**src/rtl/mem_io_pkg.sv**
```systemverilog
// Shared constants for the memory/IO bridge: region codes, peripheral
// addresses and the timer state type, also used by processor test programs.
package mem_io_pkg;

    localparam logic [2:0] REG_RAM  = 3'd0;
    localparam logic [2:0] REG_LED  = 3'd1;
    localparam logic [2:0] REG_HEX  = 3'd2;
    localparam logic [2:0] REG_SW   = 3'd3;
    localparam logic [2:0] REG_TMR  = 3'd4;
    localparam logic [2:0] REG_NONE = 3'd7;

    localparam logic [15:0] ADDR_LEDR   = 16'h1000;
    localparam logic [15:0] ADDR_HEX    = 16'h2000;
    localparam logic [15:0] ADDR_SW     = 16'h3000;
    localparam logic [15:0] ADDR_TCOUNT = 16'h4000;
    localparam logic [15:0] ADDR_TSTAT  = 16'h4001;

    typedef enum logic [1:0] {
        TMR_IDLE    = 2'd0,
        TMR_RUN     = 2'd1,
        TMR_EXPIRED = 2'd2
    } tmr_state_t;

    // RAM owns the whole 0x0xxx page; peripherals decode their exact address.
    function automatic logic [2:0] decode_region(input logic [15:0] addr);
        logic [2:0] region_s;
        if (addr[15:12] == 4'h0) begin
            region_s = REG_RAM;
        end else if (addr == ADDR_LEDR) begin
            region_s = REG_LED;
        end else if (addr == ADDR_HEX) begin
            region_s = REG_HEX;
        end else if (addr == ADDR_SW) begin
            region_s = REG_SW;
        end else if ((addr == ADDR_TCOUNT) || (addr == ADDR_TSTAT)) begin
            region_s = REG_TMR;
        end else begin
            region_s = REG_NONE;
        end
        return region_s;
    endfunction

endpackage

```
**src/rtl/mem_io_bridge_if.sv**
```systemverilog
// Processor-side bus of the bridge: registered address, write data, write
// enable, and the read data returned two cycles later.
interface mem_io_bridge_if;
    logic [15:0] ADDR;
    logic [15:0] DOUT;
    logic        W;
    logic [15:0] DIN;

    modport master (output ADDR, output DOUT, output W, input DIN);
    modport slave  (input ADDR, input DOUT, input W, output DIN);
endinterface

```
**src/rtl/io_timer.sv**
```systemverilog
// Countdown timer: a CLK_DIV prescaler drives a 16-bit count down to zero,
// then a sticky expired flag holds until the next load.
module io_timer
    import mem_io_pkg::*;
#(
    parameter int CLK_DIV = 50000
) (
    input  logic        Clock,
    input  logic        Resetn,
    input  logic        load,
    input  logic [15:0] load_val,
    output logic [15:0] count,
    output logic        expired
);

    localparam int PW = $clog2(CLK_DIV);
    localparam logic [PW-1:0] PRESC_MAX = PW'(CLK_DIV - 1);

    tmr_state_t    state_r;
    logic [PW-1:0] presc_r;
    logic [15:0]   count_r;
    logic          expired_r;

    // Timer FSM; a load always wins over a coincident prescaler wrap.
    always_ff @(posedge Clock or negedge Resetn) begin
        if (!Resetn) begin
            state_r   <= TMR_IDLE;
            presc_r   <= '0;
            count_r   <= 16'd0;
            expired_r <= 1'b0;
        end else if (load) begin
            count_r   <= load_val;
            presc_r   <= '0;
            expired_r <= 1'b0;
            state_r   <= (load_val != 16'd0) ? TMR_RUN : TMR_IDLE;
        end else begin
            case (state_r)
                TMR_RUN: begin
                    if (presc_r == PRESC_MAX) begin
                        presc_r <= '0;
                        if (count_r <= 16'd1) begin
                            count_r   <= 16'd0;
                            expired_r <= 1'b1;
                            state_r   <= TMR_EXPIRED;
                        end else begin
                            count_r <= count_r - 16'd1;
                        end
                    end else begin
                        presc_r <= presc_r + PW'(1);
                    end
                end
                TMR_IDLE, TMR_EXPIRED: begin
                    presc_r <= '0;
                    count_r <= 16'd0;
                end
                default: begin
                    state_r   <= TMR_IDLE;
                    presc_r   <= '0;
                    count_r   <= 16'd0;
                    expired_r <= 1'b0;
                end
            endcase
        end
    end

    assign count   = count_r;
    assign expired = expired_r;

endmodule

```
**src/rtl/mem_io_bridge.sv**
```systemverilog
// Memory/IO bridge: decodes the processor bus onto a synchronous RAM and the
// LED/HEX/SW/timer peripherals, returning read data with two-cycle latency.
module mem_io_bridge
    import mem_io_pkg::*;
#(
    parameter int RAM_AW  = 7,
    parameter int CLK_DIV = 50000
) (
    input  logic              Clock,
    input  logic              Resetn,
    mem_io_bridge_if.slave    bus,
    output logic [RAM_AW-1:0] ram_addr,
    output logic [15:0]       ram_wdata,
    output logic              ram_we,
    input  logic [15:0]       ram_rdata,
    input  logic [9:0]        SW,
    output logic [9:0]        LEDR,
    output logic [15:0]       hex_val,
    output logic              timer_expired
);

    logic [2:0]  region_s;
    logic [15:0] periph_rdata_s;
    logic        tmr_load_s;
    logic [15:0] tmr_count_s;
    logic        tmr_expired_s;
    logic [9:0]  led_r;
    logic [15:0] hex_r;
    logic        ram_sel_r;
    logic [15:0] periph_r;
    logic [15:0] din_r;

    assign region_s   = decode_region(bus.ADDR);
    assign ram_addr   = bus.ADDR[RAM_AW-1:0];
    assign ram_wdata  = bus.DOUT;
    assign ram_we     = bus.W && (region_s == REG_RAM);
    assign tmr_load_s = bus.W && (bus.ADDR == ADDR_TCOUNT);

    io_timer #(.CLK_DIV(CLK_DIV)) u_timer (
        .Clock    (Clock),
        .Resetn   (Resetn),
        .load     (tmr_load_s),
        .load_val (bus.DOUT),
        .count    (tmr_count_s),
        .expired  (tmr_expired_s)
    );

    // Peripheral read mux, sampled by stage 1 of the read pipeline.
    always_comb begin
        periph_rdata_s = 16'h0000;
        case (region_s)
            REG_LED: periph_rdata_s = {6'd0, led_r};
            REG_HEX: periph_rdata_s = hex_r;
            REG_SW:  periph_rdata_s = {6'd0, SW};
            REG_TMR: begin
                if (bus.ADDR[0]) begin
                    periph_rdata_s = {15'd0, tmr_expired_s};
                end else begin
                    periph_rdata_s = tmr_count_s;
                end
            end
            default: periph_rdata_s = 16'h0000;
        endcase
    end

    // LED and HEX registers; repeated writes simply overwrite.
    always_ff @(posedge Clock or negedge Resetn) begin
        if (!Resetn) begin
            led_r <= 10'd0;
            hex_r <= 16'h0000;
        end else begin
            if (bus.W && (region_s == REG_LED)) begin
                led_r <= bus.DOUT[9:0];
            end
            if (bus.W && (region_s == REG_HEX)) begin
                hex_r <= bus.DOUT;
            end
        end
    end

    // Two-stage read pipeline aligned with the RAM's one-cycle read.
    always_ff @(posedge Clock or negedge Resetn) begin
        if (!Resetn) begin
            ram_sel_r <= 1'b0;
            periph_r  <= 16'h0000;
            din_r     <= 16'h0000;
        end else begin
            ram_sel_r <= (region_s == REG_RAM);
            periph_r  <= periph_rdata_s;
            din_r     <= ram_sel_r ? ram_rdata : periph_r;
        end
    end

    assign bus.DIN       = din_r;
    assign LEDR          = led_r;
    assign hex_val       = hex_r;
    assign timer_expired = tmr_expired_s;

endmodule

```
**src/flat_wrapper.sv**
```systemverilog
// flat-port wrapper written by rule: the top's interface ports become plain ports
module mem_io_bridge_flat import mem_io_pkg::*;
#(
    parameter int RAM_AW  = 7,
    parameter int CLK_DIV = 50000
)
  (Clock, Resetn, ram_addr, ram_wdata, ram_we, ram_rdata, SW, LEDR, hex_val, timer_expired, bus_ADDR, bus_DOUT, bus_W, bus_DIN);
  mem_io_bridge_if bus_i ();
  input  logic Clock;
  input  logic Resetn;
  output logic [RAM_AW-1:0] ram_addr;
  output logic [15:0] ram_wdata;
  output logic ram_we;
  input  logic [15:0] ram_rdata;
  input  logic [9:0] SW;
  output logic [9:0] LEDR;
  output logic [15:0] hex_val;
  output logic timer_expired;
  input wire logic [$bits(bus_i.ADDR)-1:0] bus_ADDR;
  input wire logic [$bits(bus_i.DOUT)-1:0] bus_DOUT;
  input wire logic [$bits(bus_i.W)-1:0] bus_W;
  output wire logic [$bits(bus_i.DIN)-1:0] bus_DIN;
  assign bus_i.ADDR = bus_ADDR;
  assign bus_i.DOUT = bus_DOUT;
  assign bus_i.W = bus_W;
  assign bus_DIN = bus_i.DIN;
  mem_io_bridge #(.RAM_AW(RAM_AW), .CLK_DIV(CLK_DIV)) u_core (.Clock(Clock), .Resetn(Resetn), .bus(bus_i), .ram_addr(ram_addr), .ram_wdata(ram_wdata), .ram_we(ram_we), .ram_rdata(ram_rdata), .SW(SW), .LEDR(LEDR), .hex_val(hex_val), .timer_expired(timer_expired));
endmodule
```
**config.mk**
```make
export PLATFORM = sky130hd
export DESIGN_NAME = mem_io_bridge_flat
export DESIGN_NICKNAME = d
export VERILOG_FILES = /design/src/rtl/mem_io_pkg.sv /design/src/rtl/mem_io_bridge_if.sv /design/src/rtl/io_timer.sv /design/src/rtl/mem_io_bridge.sv /design/src/flat_wrapper.sv
export SDC_FILE = /design/constraint.sdc
export NUM_CORES = 1
export LEC_CHECK = 0
export ABC_AREA = 1
export CAP_MARGIN = 20
export CORE_MARGIN = 2
export CORE_UTILIZATION = 45
export DETAILED_ROUTE_END_ITERATION = 10
export GPL_TIMING_DRIVEN = 0
export PLACE_DENSITY = 0.84
export SLEW_MARGIN = 25
export SYNTH_ARGS = -nofsm -noshare
export SYNTH_HDL_FRONTEND = slang
export SYNTH_HIERARCHICAL = 1
export SYNTH_SLANG_ARGS = --single-unit
```
**constraint.sdc**
```tcl
create_clock -name Clock -period 1.4 [get_ports Clock]
set_input_delay 0.28 -clock Clock [delete_from_list [all_inputs] [get_ports Clock]]
set_output_delay 0.28 -clock Clock [all_outputs]
set_load 0.02 [all_outputs]
```
==> impl_summary.md <==
STA
Across the routed clock network, the largest skew measured is 10.6 ps. Setup repair after global routing could not meet its margin everywhere. The max-slew violation count came to 0. In the finished design, the share of the clock period the worst path needs comes to 1.19. Static timing analysis puts the maximum clock frequency at 598 MHz. The number of failing setup endpoints in the final timing report is 34.

The routed design could run at a clock period as short as about 1700 ps. The final worst-path setup slack is -273 ps. On the final layout, the worst hold slack is approximately 350 ps.

The hold violation total from the final report is 0. The transition time at the pin with the least slew margin is roughly 550 ps. The relative max-transition margin is 0.631.

Placed design
At the end of routability-driven placement, the weighted congestion stood at approximately 0.88. At the placement stage, the worst setup path has a slack of -1190 ps. The detailed placer's ending HPWL is slightly above 10000 um. Input and output buffers added on the ports amount to 127.

Die
In this run the core area contains 39 standard-cell rows. The floorplan step set the die width to 111 um. The total core area is around 11000 um^2. The floorplan die height is approximately 110 um. The die covers between 10000 and 15000 um^2. The initial utilization of the core area, before any placement, comes to 0.459. Pin placement for this block handled about 130 I/O pins.

Drt
For this run, design rule violations remaining after detail routing come to 0. The routed via count is 5241. The via density per instance is between 5 and 6. The number of DRC markers in iteration 0 is 400. Wires add up to between 15000 and 20000 um. In the final routed layout, each cell accounts on average for about 17 um. The detail route stage leaves a number of antenna-violating nets equal to 0.

The number of detailed-route iterations in the first pass is 5.

Finish
The net total in the final layout is 887. Of the cells placed in the final design, the portion with a size suffix greater than 1 is 0.357. The final antenna diode count is 0.

The fill cell total of the finished layout is between 800 and 900. Relative to the synthesized area, the layout overhead comes to 51.3%.

Critical path
The worst reg2reg path startpoint is u_core/u_timer/presc_r[0]. The type of the worst setup path is reg -> reg. In this run the register-to-register setup slack is -270 ps. The worst setup path is captured at a flop. STA puts the critical path data required time at ~1600 ps. The arrival time of the worst setup path is roughly 1900 ps.

Measured in cells, the most critical reg-to-reg path has a length of 12. The launching element type of the critical path is a flop. The endpoint of the lowest-slack register-to-register path is u_core/u_timer/count[10]. In this run the worst path has a maximum fanout of 8.

Yosys
After synthesis, the mean cell area works out to ~8.2 um^2. By area the synthesized netlist is led by dfrtp_1, nand2_1, nor2_1. Of the synthesized area, sequential elements account for 0.448. The async set or reset register ratio after synthesis is 1.00. Among all flip-flop cells after synthesis, the most frequent one is dfrtp_1.

In the synthesized netlist, the cells that appear most often are nand2_1, dfrtp_1, nor2_1. The area share of the leading cell type in the synthesized netlist is 0.448. When the netlist entered floorplanning its net count stood at about 700.

Counting every instance in the synthesized netlist gives 633. In the post-synthesis netlist, the cell with the most instances is nand2_1. The cell taking the most area after synthesis is dfrtp_1. Counting flops with a built-in enable in the synthesized netlist gives 0.

Yosys printed 6 warnings. The area of the mapped netlist is between 5000 and 6000 um^2. The distinct cell type count after synthesis is 42. After synthesis the netlist holds a flip-flop and latch count of between 90 and 100.

Global routing
For this run the aggregate overflow at the end of global routing stands at 0. For this run, the total global-route usage over all layers was measured as 0.255. The initial antenna violation count is 0.

The wire length of the first global-routing pass is roughly 26000 um. Entering global routing, the biggest net connects 50 pins. The number of global-route vias before repair is roughly 5300.

Min path
The worst hold path begins at bus_ADDR[0]. The worst hold path terminates at u_core/periph_r[14]. The count of cells along the worst hold path is 4. The path class of the lowest-slack min-delay path is in -> reg.

Pwr
For this design the ratio of total power to cell area is 724 nW/um^2. The leakage power total is between 0.004 and 0.005 uW. The worst voltage drop across the vdd grid is 0.797 mV.

Clock network
The TritonCTS clock tree is done. For this design, the sink count on the clock tree is between 90 and 100. The number of buffers created by CTS is 9.

The clock tree synthesis step divided the H-tree into 3 levels. Counting along the longest clock path gives a buffer depth of 2. Clock tree synthesis selected as its root buffer the cell clkbuf_16. At the later pin of the worst-skew pair, clock insertion delay measures roughly 360 ps. Clock-pin slew was measured on the worst setup and hold paths at ~80 ps.

Outcome
The checks that failed: negative setup slack. The flow ran to the end, but the final reports show violations.

Flow run
The number of max-cap violations is 0.
[placed cells by master (no fill, tap or decap), drive strengths merged]
| cell | netlist | routed |
|---|---|---|
| clkdlybuf4s15 | 0 | 40 |
| o21ai | 23 | 23 |
| o21a | 11 | 11 |
| nor4 | 5 | 5 |
| nand3 | 48 | 48 |
| o211a | 1 | 1 |
| clkbuf | 10 | 20 |
| dfrtp | 93 | 93 |
| dlygate4sd3 | 0 | 1 |
| a21boi | 5 | 5 |
| mux2 | 22 | 22 |
| xnor2 | 1 | 1 |
| nor3 | 7 | 7 |
| inv | 55 | 58 |
| nor3b | 1 | 1 |
| a21oi | 9 | 9 |
| nand2 | 167 | 167 |
| clkdlybuf4s50 | 0 | 26 |
| o21bai | 1 | 1 |
| nand3b | 5 | 5 |
| dlygate4sd2 | 0 | 49 |
| buf | 35 | 97 |
| nand4 | 24 | 24 |
| ha | 3 | 3 |
| nor2 | 98 | 98 |
| a31oi | 1 | 1 |
| clkinv | 1 | 5 |
| xor2 | 5 | 5 |
| and3 | 2 | 2 |
[cell type report]
type,count,area [um^2],area share
multi-input combinational,439,2760,0.352
sequential,93,2330,0.297
timing repair buffer,181,1700,0.216
buffer,43,357,0.0454
clock buffer,9,225,0.0287
inverter,56,225,0.0287
tap,143,179,0.0228
clock inverter,7,76.3,0.00972
[what timing repair did]
| action | 4_1_cts | 5_1_grt |
|---|---|---|
| setup buffers | 34 | 19 |
| resized for setup | 262 | 88 |
| endpoints found under the hold margin | 44 | 0 |
| pin swaps | 44 | 25 |
| setup endpoints to repair | 153 | 88 |
| gates cloned | 3 | 0 |
| hold buffers | 1 | 0 |
[flip-flops by register name (all words and copies together) (netlist names)]
| signal | count |
|---|---|
| u_core/u_timer/presc_r | 16 |
| u_core/ram_sel_r | 1 |
| u_core/u_timer/state_r | 2 |
| u_core/LEDR | 10 |
| u_core/u_timer/count | 16 |
| u_core/hex_val | 16 |
| u_core/periph_r | 16 |
| u_core/bus.DIN | 16 |
[stage by stage]
step | instance area, um^2 | utilization | TNS, ps | cells | power [uW]
final | 7850 | 0.694 | -5050 | 971 | 5690
after global placement | 6720 | 0.593 | -382220 | 903 | 3290
after CTS | 7570 | 0.669 | -2730 | 955 | 5700
after global routing | 7850 | 0.694 | -7770 | 971 | 5860
after floorplan | 5270 | - | -7500 | 633 | 2930
after detailed placement | 6740 | 0.596 | -72350 | 904 | 3310
[per-layer routing]
layer / track usage / vias up / share of wire
li1: - / 2399 / -
met1: 0.303 / 2503 / 0.39
met2: 0.448 / 268 / 0.50
met3: 0.0441 / 71 / 0.062
met4: 0.123 / 0 / 0.043
met5: 0 / - / 0
[report_power, final]
group	switching, uW	internal, uW	leakage (uW)	total, uW
clock network	1200	1270	0.000148	2470
registers	4.07	2690	0.00129	2700
logic	270	255	0.00259	525
total	1470	4210	0.00402	5690
[worst max-delay path by stage]
stage / from / end / slack [ps] / cells past startpoint
finish: u_core/u_timer/presc_r[0] / u_core/u_timer/count[10] / -270 / 12
detailed placement: bus_ADDR[14] / u_core/u_timer/count[8] / -1190 / 13
global route: u_core/u_timer/presc_r[0] / u_core/u_timer/count[10] / -350 / 12
global placement: Resetn / u_core/bus.DIN[1] / -3370 / 1
CTS: u_core/u_timer/presc_r[1] / u_core/u_timer/count[7] / -160 / 11
floorplan: bus_ADDR[14] / u_core/u_timer/presc_r[9] / -250 / 12
[cell families after synthesis]
logic type | synth area share
AOI/OAI and AO/OA | 0.0600
xor gates and xnor gates | 0.0101
adders and majority gates | 0.00723
buffers and inverters | 0.101
DFF | 0.448
muxes | 0.0477
and+or+nand+nor | 0.325
[worst max-delay path, cell delays in order (launching register included)]
cell and delay, ps:
dfrtp_1 410, ha_4 180, nand2_4 50, inv_2 70
nand2_2 50, nor2_2 120, nand2_2 110, nand2_8 160
buf_8 150, buf_6 100, nand2_2 50, nand3_2 70
nand2_1 50
(Power assumes the default switching activity.)
